File: src/rtl/pipe_hazard_ctrl.sv
// pipe_hazard_ctrl: DEC->ALU->MEM hazard, forwarding and data-cache freeze control.
// Define FWD_EN for ALU operand forwarding; without it every RAW hazard stalls.
module pipe_hazard_ctrl #(
    parameter int REG_ADDR_W   = 5,
    parameter int WAIT_TIMEOUT = 255,
    parameter int CNT_W        = 16
) (
    input  logic                  clk,
    input  logic                  rst,
    input  logic                  decValid,
    input  logic [REG_ADDR_W-1:0] decRs1,
    input  logic [REG_ADDR_W-1:0] decRs2,
    input  logic                  decRs1Used,
    input  logic                  decRs2Used,
    input  logic [REG_ADDR_W-1:0] decRd,
    input  logic                  decWriteEnable,
    input  logic                  decLoad,
    input  logic                  branchTaken,
    input  logic                  dataCacheReady,
    output logic                  stallFront,
    output logic                  bubbleDecAlu,
    output logic                  flushDecode,
    output logic                  freezePipe,
    output logic [1:0]            fwdSel1,
    output logic [1:0]            fwdSel2,
    output logic                  memTimeout,
    output logic [CNT_W-1:0]      stallCount
);
    localparam int WAIT_W = $clog2(WAIT_TIMEOUT + 1);
    localparam logic [WAIT_W-1:0] WAIT_MAX = WAIT_W'(WAIT_TIMEOUT);

    typedef enum logic {RUN, MEM_WAIT} state_t;

    state_t                state_q, state_d;
    logic [REG_ADDR_W-1:0] alu_rd_q, alu_rd_d, mem_rd_q;
    logic                  alu_we_q, alu_we_d, alu_ld_q, alu_ld_d, mem_we_q, mem_ld_q;
    logic [WAIT_W-1:0]     wait_q, wait_d;
    logic                  timeout_q, timeout_d;
    logic [CNT_W-1:0]      stall_cnt_q, stall_cnt_d;
    logic                  br, ld_pend, m1a, m2a, m1m, m2m, raw_stall, accept;

    assign br      = branchTaken && !rst;
    assign ld_pend = mem_ld_q && mem_we_q;

    assign m1a = decRs1Used && alu_we_q && alu_rd_q == decRs1 && decRs1 != '0;
    assign m2a = decRs2Used && alu_we_q && alu_rd_q == decRs2 && decRs2 != '0;
    assign m1m = decRs1Used && mem_we_q && mem_rd_q == decRs1 && decRs1 != '0;
    assign m2m = decRs2Used && mem_we_q && mem_rd_q == decRs2 && decRs2 != '0;

`ifdef FWD_EN
    assign raw_stall = decValid && alu_ld_q && (m1a || m2a);
    assign fwdSel1   = (m1a && !alu_ld_q) ? 2'b01 : m1m ? 2'b10 : 2'b00;
    assign fwdSel2   = (m2a && !alu_ld_q) ? 2'b01 : m2m ? 2'b10 : 2'b00;
`else
    assign raw_stall = decValid && (m1a || m2a || m1m || m2m);
    assign fwdSel1   = 2'b00;
    assign fwdSel2   = 2'b00;
`endif

    // A pending load with no data freezes everything; otherwise branch beats load-use/RAW.
    assign freezePipe   = !dataCacheReady && (state_q == MEM_WAIT || ld_pend);
    assign flushDecode  = !freezePipe && br;
    assign bubbleDecAlu = !freezePipe && (br || raw_stall);
    assign stallFront   = freezePipe || (!br && raw_stall);
    assign memTimeout   = timeout_q;
    assign stallCount   = stall_cnt_q;

    assign accept   = decValid && !bubbleDecAlu;
    assign alu_rd_d = accept ? decRd : '0;
    assign alu_we_d = accept && decWriteEnable;
    assign alu_ld_d = accept && decLoad;

    assign state_d     = dataCacheReady ? RUN : (state_q == MEM_WAIT || ld_pend) ? MEM_WAIT : RUN;
    assign wait_d      = (state_q == MEM_WAIT && !dataCacheReady) ? (wait_q == WAIT_MAX ? wait_q : wait_q + 1'b1) : '0;
    assign timeout_d   = timeout_q || wait_d == WAIT_MAX;
    assign stall_cnt_d = (stallFront || freezePipe) && stall_cnt_q != '1 ? stall_cnt_q + 1'b1 : stall_cnt_q;

    // Shadow copy of the destinations in flight; holds while the pipe is frozen.
    always_ff @(posedge clk or posedge rst) begin
        if (rst) begin
            alu_rd_q <= '0;
            alu_we_q <= 1'b0;
            alu_ld_q <= 1'b0;
            mem_rd_q <= '0;
            mem_we_q <= 1'b0;
            mem_ld_q <= 1'b0;
        end else if (!freezePipe) begin
            alu_rd_q <= alu_rd_d;
            alu_we_q <= alu_we_d;
            alu_ld_q <= alu_ld_d;
            mem_rd_q <= alu_rd_q;
            mem_we_q <= alu_we_q;
            mem_ld_q <= alu_ld_q;
        end
    end

    // Cache-wait state, wait watchdog with sticky timeout, and saturating stall counter.
    always_ff @(posedge clk or posedge rst) begin
        if (rst) begin
            state_q     <= RUN;
            wait_q      <= '0;
            timeout_q   <= 1'b0;
            stall_cnt_q <= '0;
        end else begin
            state_q     <= state_d;
            wait_q      <= wait_d;
            timeout_q   <= timeout_d;
            stall_cnt_q <= stall_cnt_d;
        end
    end
endmodule

File: config.mk
export PLATFORM = sky130hd
export DESIGN_NAME = pipe_hazard_ctrl
export DESIGN_NICKNAME = d
export VERILOG_FILES = /design/src/rtl/pipe_hazard_ctrl.sv
export SDC_FILE = /design/constraint.sdc
export NUM_CORES = 1
export LEC_CHECK = 0
export ABC_CLOCK_PERIOD_IN_PS = 2400
export CAP_MARGIN = 20
export CORE_UTILIZATION = 30
export CTS_CLUSTER_DIAMETER = 150
export CTS_CLUSTER_SIZE = 25
export DETAILED_ROUTE_END_ITERATION = 12
export DONT_BUFFER_PORTS = 1
export GPL_TIMING_DRIVEN = 1
export HOLD_SLACK_MARGIN = 0.02
export PLACE_DENSITY_LB_ADDON = 0.15
export REMOVE_ABC_BUFFERS = 1
export SYNTH_ARGS = -nofsm -noshare
export SYNTH_HDL_FRONTEND = slang
export SYNTH_SLANG_ARGS = --single-unit
export TNS_END_PERCENT = 5
File: constraint.sdc
create_clock -name clk -period 2.4 [get_ports clk]
set_clock_uncertainty 0.05 [all_clocks]
set_input_delay 0.48 -clock clk [delete_from_list [all_inputs] [get_ports clk]]
set_output_delay 0.48 -clock clk [all_outputs]
set_load 0.05 [all_outputs]
==> results of run 1 <==
==> power breakdown <==
group,switching [W],internal (W),leakage (nW),total (W)
combinational,0.000444,0.000202,0.636,0.000646
sequential,0.0000617,0.000755,0.509,0.000817
clock,0.000240,0.000198,0.0410,0.000438
==> metal layers <==
layer	share of wire	vias to the layer above	global-route usage	wire length, um
li1	-	864	-	-
met1	0.48	869	0.2069	2649
met2	0.43	57	0.2325	2406
met3	0.084	5	0.05171	466
met4	0.0075	0	0.03463	42
met5	0	-	0	0
==> cell families (layout without fill, tap and decap cells) <==
group / count (synthesis) / count (layout) / share of synthesized area
xor gates and xnor gates: 34 / 34 / 0.1303
DFF: 40 / 40 / 0.4379
and+or+nand+nor: 77 / 77 / 0.1845
buffers and inverters: 16 / 48 / 0.03667
other: 1 / 4 / 0.001640
adders and majority gates: 2 / 2 / 0.01095
AOI/OAI and AO/OA: 48 / 48 / 0.1888
muxes: 2 / 2 / 0.009305
==> worst max-delay path: stages (launching register included) <==
cell and delay (ns):
dfrtp_1 0.43, xor2_1 0.19, nor4_2 0.26, a32oi_1 0.19
o32a_4 0.40, nand2_2 0.10, buf_8 0.14
==> cell usage in the layout (no fill, tap or decap), drive strengths merged, types with 2 or more instances in the layout <==
cell type  instances
ha                 2
nand2b             3
dfrtp             40
buf               35
nor4               5
nand3             13
o211ai             2
inv                5
a21oi              4
a22o               8
or4                2
nor3               2
o21ai              8
a211oi             9
nand2             24
xnor2              6
xor2              28
a2111oi            6
a32oi              2
nand4              3
and4               4
nor2               9
and3               4
clkbuf             6
o22a               3
and2               3
or2                2
conb               4
==> sequential cells by signal, indices dropped and copies added, names as in the netlist <==
name / cells
stallCount: 16
mem_rd_q: 5
mem_we_q: 1
alu_rd_q: 5
mem_ld_q: 1
alu_we_q: 1
alu_ld_q: 1
state_q: 1
memTimeout: 1
wait_q: 8
==> what timing repair did <==
item                                    4_1_cts  5_1_grt
endpoints found under the setup margin        4        8
pin swaps                                     7        2
buffers inserted                              4        0
gates resized for setup                       8        6
==> through the flow <==
step	cell area, sq um	cells	setup TNS [ns]
after CTS	2738	354	-0.2637
after global placement	2592	343	0
after global routing	2804	354	-0.7124
after floorplan	2236	213	-4.103
final	2804	354	-0.2249
after detailed placement	2592	343	-0.07759
==> how the worst min path moves through the flow <==
stage / startpoint / endpoint / slack [ns] / cells past startpoint
after detailed placement: mem_ld_q$_DFFE_PP0N_ / mem_ld_q$_DFFE_PP0N_ / 0.44 / 1
final: rst / wait_q[2]$_DFF_PP0_ / 0.16 / 2
after global routing: rst / wait_q[0]$_DFF_PP0_ / 0.21 / 2
after global placement: mem_ld_q$_DFFE_PP0N_ / mem_ld_q$_DFFE_PP0N_ / 0.43 / 1
after CTS: rst / alu_we_q$_DFFE_PP0N_ / 0.18 / 2
after floorplan: mem_ld_q$_DFFE_PP0N_ / mem_ld_q$_DFFE_PP0N_ / 0.41 / 1
==> cell type report <==
| type | instances | area [sq um] |
|---|---|---|
| Inverter | 6 | 26.28 |
| Sequential cell | 40 | 1001 |
| Timing Repair Buffer | 35 | 274.0 |
| Clock inverter | 1 | 5.005 |
| Tap cell | 99 | 123.9 |
| Multi-Input combinational cell | 167 | 1301 |
| Fill cell | 783 | 4488 |
| Clock buffer | 6 | 72.57 |
==> out/metrics.yaml, run 1 <==
outcome:
  outcome: "complete, but fails checks"
  violations: "negative setup slack"
routing:
  via_per_inst: 5.071
  drt_iter0_drc: 96
  drt-total-wl_mm: 5.564
  route.detailed.drc: 0
  avgRoutedWirePerCell_um: 15.72
  vias: 1795
  firstDrtPassIters: 4
  ant_nets: 0
sta:
  fmax_ghz: 0.3954
  min_period_ns: 2.529
  slew_viol_final: 0
  hold_viol: 0
  max-slew-margin-rel: 0.6401
  setup_viol: 2
  post-route-period-util: 1.054
  rsz0062_at_grt: "true"
  tightest_slew_ns: 0.5399
  holdWs_ns: 0.1607
  setup_slack_ns: -0.1293
yosys:
  synthesis.area_sq_mm: 0.002286
  synth_top_flop_cell: "dfrtp_1"
  syn_inst: 220
  yosysSeqAreaShare: 0.4379
  avgSynthCellArea_sq_um: 10.39
  synth_commonest_cells: "40 x dfrtp_1, 28 x xor2_1, 24 x nand2_1"
  synth_edf_count: 0
  post-synth-top-area-cell: "dfrtp_1"
  yosysUniqueCellTypes: 48
  synth_top_area_share: 0.4379
  ys_async_sr_fraction: 1.000
  yosysWarnings: 0
  synth_most_common_cell: "dfrtp_1"
  synthTopCellsByArea: "dfrtp_1 44%, xor2_1 11%, a2111oi_2 3.9%"
  synth-seq-cells: 40
layout:
  diodes: 0
  finalCoreUtilization: 0.3845
  nNetsFinal: 281
  area_growth_pct: 22.66
  drive_gt1_frac: 0.2549
die:
  row_count: 31
  die_w_um: 89.29
  io_pins: 49
  die_height_um: 89.29
  initial_core_util: 0.3135
  core_area_sq_mm: 0.007292
  die-area_sq_mm: 0.007973
clocking:
  htree_levels: 2
  clkLatencyLatePin_ns: 0.29
  hold_buffers: 0
  cts_buffers: 5
  cts_root_buf: "clkbuf_8"
  path_clk_slew_ns: 0.08
  clockBufferDepth: 2
  cts_tree: "yes"
  clock-sinks: 40
setup_path:
  worst_r2r_endpoint: "stallCount[12]$_DFFE_PP0P_"
  setup.worst_path.end: "stallFront"
  reg2reg_depth: 7
  cp-start-kind: "register"
  crit-reg2reg-launch: "alu_rd_q[0]$_DFFE_PP0N_"
  rrSetupSlack_ns: 0.06
  required_ns: 1.87
  cp_max_fo: 6
  critPathKind: "reg2out"
  arrival_ns: 2.00
  end_kind: "output port"
  cp-startpoint: "alu_rd_q[0]$_DFFE_PP0N_"
global_route:
  grt_pass1_vias: 1780
  gr-total-overflow: 0
  grt_max_degree: 41
  grt_first_pass_wirelength_mm: 8.956
  track_usage: 0.1516
  antenna_found_initial: 0
power_and_ir_drop:
  fin_total_pwr_w: 0.001901
  p_leak_nw: 1.186
  vdd_drop_max_mv: 0.4381
  powerDensity_mw_per_mm2: 677.8
placed_design:
  io_buffers: 0
  hpwl_mm: 4.063
  dp_slack_ns: -0.05552
  routabilityCongestion: 0.7212
hold_path:
  worst_hold_path_type: "in2async"
run:
  cap_viol_max_count: 0
No activity file was read; power rests on OpenSTA's default activity.
==> run 2, diff against run 1 <==
--- a/config.mk
+++ b/config.mk
@@ -11,7 +11,6 @@
 export CTS_CLUSTER_DIAMETER = 150
 export CTS_CLUSTER_SIZE = 25
 export DETAILED_ROUTE_END_ITERATION = 12
-export DONT_BUFFER_PORTS = 1
 export GPL_TIMING_DRIVEN = 1
 export HOLD_SLACK_MARGIN = 0.02
 export PLACE_DENSITY_LB_ADDON = 0.15
==> run 2 against run 1 <==
  * The flow still finishes with violations (negative setup slack)
  * Critical path type is now in2out
  * Flip-flop and latch count unchanged
  * Worst setup slack better by 0.028 ns
  * Sequential share of layout area down 5.0 points
  * First-iteration DRC count shrank 46%
==> out/metrics.yaml, run 2 (same netlist as run 1, synthesis figures left out) <==
clocking:
  htree_levels: 2
  clkLatencyLatePin_ns: 0.29
  cts_tree: "yes"
  path_clk_slew_ns: 0.08
  clockBufferDepth: 2
  clock-sinks: 40
  cts_root_buf: "clkbuf_8"
  hold_buffers: 0
  cts_buffers: 5
setup_path:
  rrSetupSlack_ns: 0.07
  arrival_ns: 1.97
  end_kind: "output port"
  cp_max_fo: 3
  cp-start-kind: "primary input"
  crit-reg2reg-launch: "alu_rd_q[0]$_DFFE_PP0N_"
  reg2reg_depth: 8
  worst_r2r_endpoint: "stallCount[1]$_DFFE_PP0P_"
  required_ns: 1.87
  critPathKind: "in2out"
placed_design:
  routabilityCongestion: 0.7672
  io_buffers: 44
  hpwl_mm: 4.070
sta:
  rsz0062_at_grt: "true"
  fmax_ghz: 0.3999
  setup_slack_ns: -0.1008
  holdWs_ns: 0.4276
  min_period_ns: 2.501
  tightest_slew_ns: 0.5283
  max-slew-margin-rel: 0.6478
  hold_viol: 0
  slew_viol_final: 0
  post-route-period-util: 1.042
  setup_viol: 2
layout:
  area_growth_pct: 42.80
  finalCoreUtilization: 0.4477
  diodes: 0
  fillers: 736
  final_common_cell: "dfrtp_1"
  nNetsFinal: 320
  drive_gt1_frac: 0.2407
  most-common-layout-cells: "39 x dfrtp_1, 30 x clkdlybuf4s50_1, 30 x buf_4"
  largest_reg_flops: 16
routing:
  firstDrtPassIters: 4
  via_per_inst: 4.868
  avgRoutedWirePerCell_um: 14.78
  drt_iter0_drc: 52
  vias: 1918
  ant_nets: 0
  route.detailed.drc: 0
  drt-total-wl_mm: 5.822
die:
  core_area_sq_mm: 0.007292
  row_count: 31
  die-area_sq_mm: 0.007973
  io_pins: 49
  die_w_um: 89.29
  initial_core_util: 0.3135
  die_height_um: 89.29
global_route:
  antenna_found_initial: 0
  grt_first_pass_wirelength_mm: 9.446
  track_usage: 0.1563
  gr-total-overflow: 0
  grt_pass1_vias: 1903
  grt_max_degree: 41
run:
  cap_viol_max_count: 0
outcome:
  violations: "negative setup slack"
  outcome: "complete, but fails checks"
hold_path:
  whs_endpoint: "memTimeout$_DFF_PP0_"
  hold_start: "memTimeout$_DFF_PP0_"
  worst_hold_path_type: "reg2reg"
  hold_path_depth: 1
power_and_ir_drop:
  powerDensity_mw_per_mm2: 668.8
  p_leak_nw: 1.388
  vdd_drop_max_mv: 0.5507
[run 2: changes by cell type in the layout (fill, tap and decap cells not counted), sizes merged]
| cell | delta |
|---|---|
| bufinv | +1 |
| clkdlybuf4s15 | +5 |
| clkinvlp | -1 |
| clkbuf | +1 |
| buf | -1 |
| dlygate4sd2 | +5 |
| clkdlybuf4s50 | +30 |
[run 2: final cells by class]
class,count,area (sq um),area share
Sequential cell,40,1002,0.3070
Clock buffer,7,96.34,0.02951
Clock inverter,1,30.03,0.009199
Multi-Input combinational cell,167,1295,0.3967
Tap cell,99,123.9,0.03795
Timing Repair Buffer,74,694.4,0.2127
Inverter,6,22.52,0.006899
[run 2: worst max-delay path by stage]
stage,from,to,slack (ns),depth (start not counted)
floorplan,mem_we_q$_DFFE_PP0N_,bubbleDecAlu,-0.71,4
global placement,decRs1[4],stallCount[14]$_DFFE_PP0P_,-0.56,8
detailed placement,decRs1[4],stallCount[12]$_DFFE_PP0P_,-0.57,8
CTS,alu_rd_q[0]$_DFFE_PP0N_,stallFront,-0.08,6
global route,alu_rd_q[0]$_DFFE_PP0N_,bubbleDecAlu,-0.22,7
finish,decRs2[0],stallFront,-0.10,8
[run 2: worst max-delay path, stage by stage]
cell,delay [ns]
dlygate4sd2_1,0.27
xor2_1,0.15
nor4_1,0.28
a32oi_1,0.19
buf_4,0.17
o32a_4,0.21
nand2_4,0.08
buf_12,0.13
[run 2: power by group]
group,internal [W],leakage [nW],switching [W],total (W)
sequential,0.000755,0.507,0.000102,0.000857
combinational,0.000284,0.816,0.000425,0.000709
clock,0.000367,0.0645,0.000249,0.000617
[run 2: timing repair]
| action | 4_1_cts | 5_1_grt |
|---|---|---|
| pin swaps | 14 | 2 |
| setup buffers | 4 | 0 |
| resized for setup | 30 | 4 |
| endpoints found under the setup margin | 18 | 12 |
| endpoints found under the hold margin | 0 | 0 |
[run 2: per-layer routing]
metal  GRT usage  vias up  part of all wire
met5           0        -                 0
met4     0.04473        0             0.014
met3     0.03232        8             0.052
met2      0.2429       46              0.43
met1      0.2200      917              0.50
li1            -      947                 -
[run 2: metrics by stage]
stage | area, sq um | setup TNS [ns] | power (W) | worst slack (ns) | instances
final | 3264 | -0.1997 | 0.002183 | -0.1008 | 394
after detailed placement | 3023 | -10.73 | 0.001564 | -0.5699 | 382
after global placement | 3023 | -10.30 | 0.001561 | -0.5608 | 382
after floorplan | 2236 | -4.103 | 0.001270 | -0.7074 | 213
after global routing | 3264 | -0.5388 | 0.002292 | -0.2249 | 394
after CTS | 3223 | -0.1574 | 0.002201 | -0.08304 | 394
==> run 3, diff against run 2 <==
--- a/config.mk
+++ b/config.mk
@@ -5,13 +5,13 @@
 export SDC_FILE = /design/constraint.sdc
 export NUM_CORES = 1
 export LEC_CHECK = 0
-export ABC_CLOCK_PERIOD_IN_PS = 2400
+export ABC_CLOCK_PERIOD_IN_PS = 3000
 export CAP_MARGIN = 20
+export CORE_ASPECT_RATIO = 1.25
 export CORE_UTILIZATION = 30
 export CTS_CLUSTER_DIAMETER = 150
 export CTS_CLUSTER_SIZE = 25
 export DETAILED_ROUTE_END_ITERATION = 12
-export GPL_TIMING_DRIVEN = 1
 export HOLD_SLACK_MARGIN = 0.02
 export PLACE_DENSITY_LB_ADDON = 0.15
 export REMOVE_ABC_BUFFERS = 1
==> constraint.sdc (replaced) <==
create_clock -name clk -period 3 [get_ports clk]
set_clock_uncertainty 0.05 [all_clocks]
set_input_delay 0.6 -clock clk [delete_from_list [all_inputs] [get_ports clk]]
set_output_delay 0.6 -clock clk [all_outputs]
set_load 0.05 [all_outputs]
==> run 3 against run 2 <==
  * Highest routed layer unchanged
  * Cell count shrank 5.3%
  * Die area is essentially flat
  * Clock power shrank 39%
  * Global-route usage shrank 1.2 points
  * Power shrank 27%
  * Largest power group unchanged
  * Hold slack gained 0.0030 ns
  * First-iteration DRC count grew 31%
  * The run now ends clean
  * Sequential share of layout area grew 1.7 points
  * Combinational power shrank 26%
  * Non-clock buffer count shrank 14
==> out/metrics.yaml, run 3 (same netlist as run 1, synthesis figures left out) <==
sta:
  setup_viol: 0
  slew_viol_final: 0
  hold_viol: 0
  tightest_slew_ns: 0.5297
  max-slew-margin-rel: 0.6458
  post-route-period-util: 0.9875
  fmax_ghz: 0.3375
  setup_slack_ns: 0.03740
  min_period_ns: 2.963
  tns_ns: 0
power_and_ir_drop:
  p_leak_nw: 1.346
  vdd_drop_max_mv: 0.6330
  powerDensity_mw_per_mm2: 515.5
global_route:
  gr-total-overflow: 0
  grt_pass1_vias: 1792
  grt_max_degree: 41
  grt_first_pass_wirelength_mm: 8.866
  track_usage: 0.1439
  antenna_found_initial: 0
setup_path:
  cp-start-kind: "primary input"
  arrival_ns: 2.31
  cpMaxStageDelayCell: "clkdlybuf4s50_1"
  cp_top_family: "buffers and inverters"
  cp_max_fo: 3
  critPathKind: "in2out"
  cpPeakStageDelay_ns: 0.45
  required_ns: 2.35
  crit_chain: "clkdlybuf4s50_1, buf_4, xor2_1, nor4_2, a32oi_2, o32a_4, nand2_2, buf_12"
  end_kind: "output port"
  crit_buf_inv: 3
die:
  die-area_sq_mm: 0.007975
  io_pins: 49
  die_w_um: 80.08
  die_height_um: 99.60
  initial_core_util: 0.3107
  row_count: 35
  core_area_sq_mm: 0.007357
layout:
  diodes: 0
  instances_no_fill: 373
  nNetsFinal: 306
  finalCoreUtilization: 0.4204
  most-common-layout-cells: "40 x dfrtp_1, 34 x clkdlybuf4s50_1, 28 x xor2_1"
  fillers: 730
  drive_gt1_frac: 0.1922
  design_area_sq_mm: 0.003093
  final_common_cell: "dfrtp_1"
  area_growth_pct: 35.30
  largest_reg_flops: 16
clocking:
  cts_buffers: 5
  clockBufferDepth: 2
  cts_tree: "yes"
  cts_root_buf: "clkbuf_8"
  clock-sinks: 40
  path_clk_slew_ns: 0.08
  clkLatencyLatePin_ns: 0.29
  htree_levels: 2
hold_path:
  worst_hold_path_type: "reg2reg"
routing:
  avgRoutedWirePerCell_um: 14.45
  ant_nets: 0
  drt-total-wl_mm: 5.390
  firstDrtPassIters: 4
  via_per_inst: 4.933
  route.detailed.drc: 0
  drt_iter0_drc: 68
  vias: 1840
run:
  cap_viol_max_count: 0
placed_design:
  io_buffers: 44
  dp_slack_ns: -0.09638
  routabilityCongestion: 0.7539
  place_area_sq_mm: 0.002944
  hpwl_mm: 3.885
  dp.cells: 364
outcome:
  outcome: "finished clean"
-- run 3: cell types whose count changed in the layout (fill, tap and decap cells not counted), sizes merged --
cell,delta
clkinv,+2
clkdlybuf4s15,-5
dlymetal6s2s,+5
bufinv,-1
clkdlybuf4s50,+4
dlygate4sd2,-4
clkbuf,-1
buf,-14
-- run 3: what timing repair did --
action	in CTS	in global routing
pin swaps	5	6
setup buffers	1	0
hold buffers	0	0
resized for setup	8	8
endpoints found under the setup margin	2	2
-- run 3: final cells by class --
cell class | count | area, sq um | share of cell area
tap | 92 | 115.1 | 0.03722
sequential | 40 | 1001 | 0.3236
inverter | 6 | 22.52 | 0.007282
clock buffer | 6 | 82.58 | 0.02670
multi-input combinational | 167 | 1250 | 0.4041
clock inverter | 2 | 10.01 | 0.003236
timing repair buffer | 60 | 611.8 | 0.1978
-- run 3: worst paths after layout --
path / startpoint / to / slack [ns] / cells past startpoint
min in group asynchronous: rst / stallCount[14]$_DFFE_PP0P_ / 0.70 / 3
hold reg to reg: memTimeout$_DFF_PP0_ / memTimeout$_DFF_PP0_ / 0.43 / 1
hold / removal: memTimeout$_DFF_PP0_ / memTimeout$_DFF_PP0_ / 0.43 / 1
setup / recovery: decRs1[0] / stallFront / 0.04 / 8
setup reg to reg: alu_rd_q[1]$_DFFE_PP0N_ / stallCount[1]$_DFFE_PP0P_ / 0.56 / 8
max in group asynchronous: rst / memTimeout$_DFF_PP0_ / 1.82 / 3
-- run 3: layer usage --
layer	track usage	share of wire	vias up
met5	0	0	-
met4	0.04533	0.015	0
met3	0.02569	0.042	7
met2	0.2400	0.49	40
met1	0.1876	0.45	880
li1	-	-	913
-- run 3: report_power, final --
group	total, W	switching (W)	leakage (nW)	internal, W
clock	0.000376	0.000192	0.0510	0.000184
sequential	0.000692	0.0000884	0.509	0.000604
combinational	0.000526	0.000321	0.786	0.000206
-- run 3: metrics by stage --
stage	total power (W)	hold WS, ns
2_1_floorplan	0.001016	0.4103
3_3_place_gp	0.001228	0.4172
3_5_place_dp	0.001227	0.4183
4_1_cts	0.001613	0.4370
5_1_grt	0.001676	0.4546
6_report	0.001595	0.4306
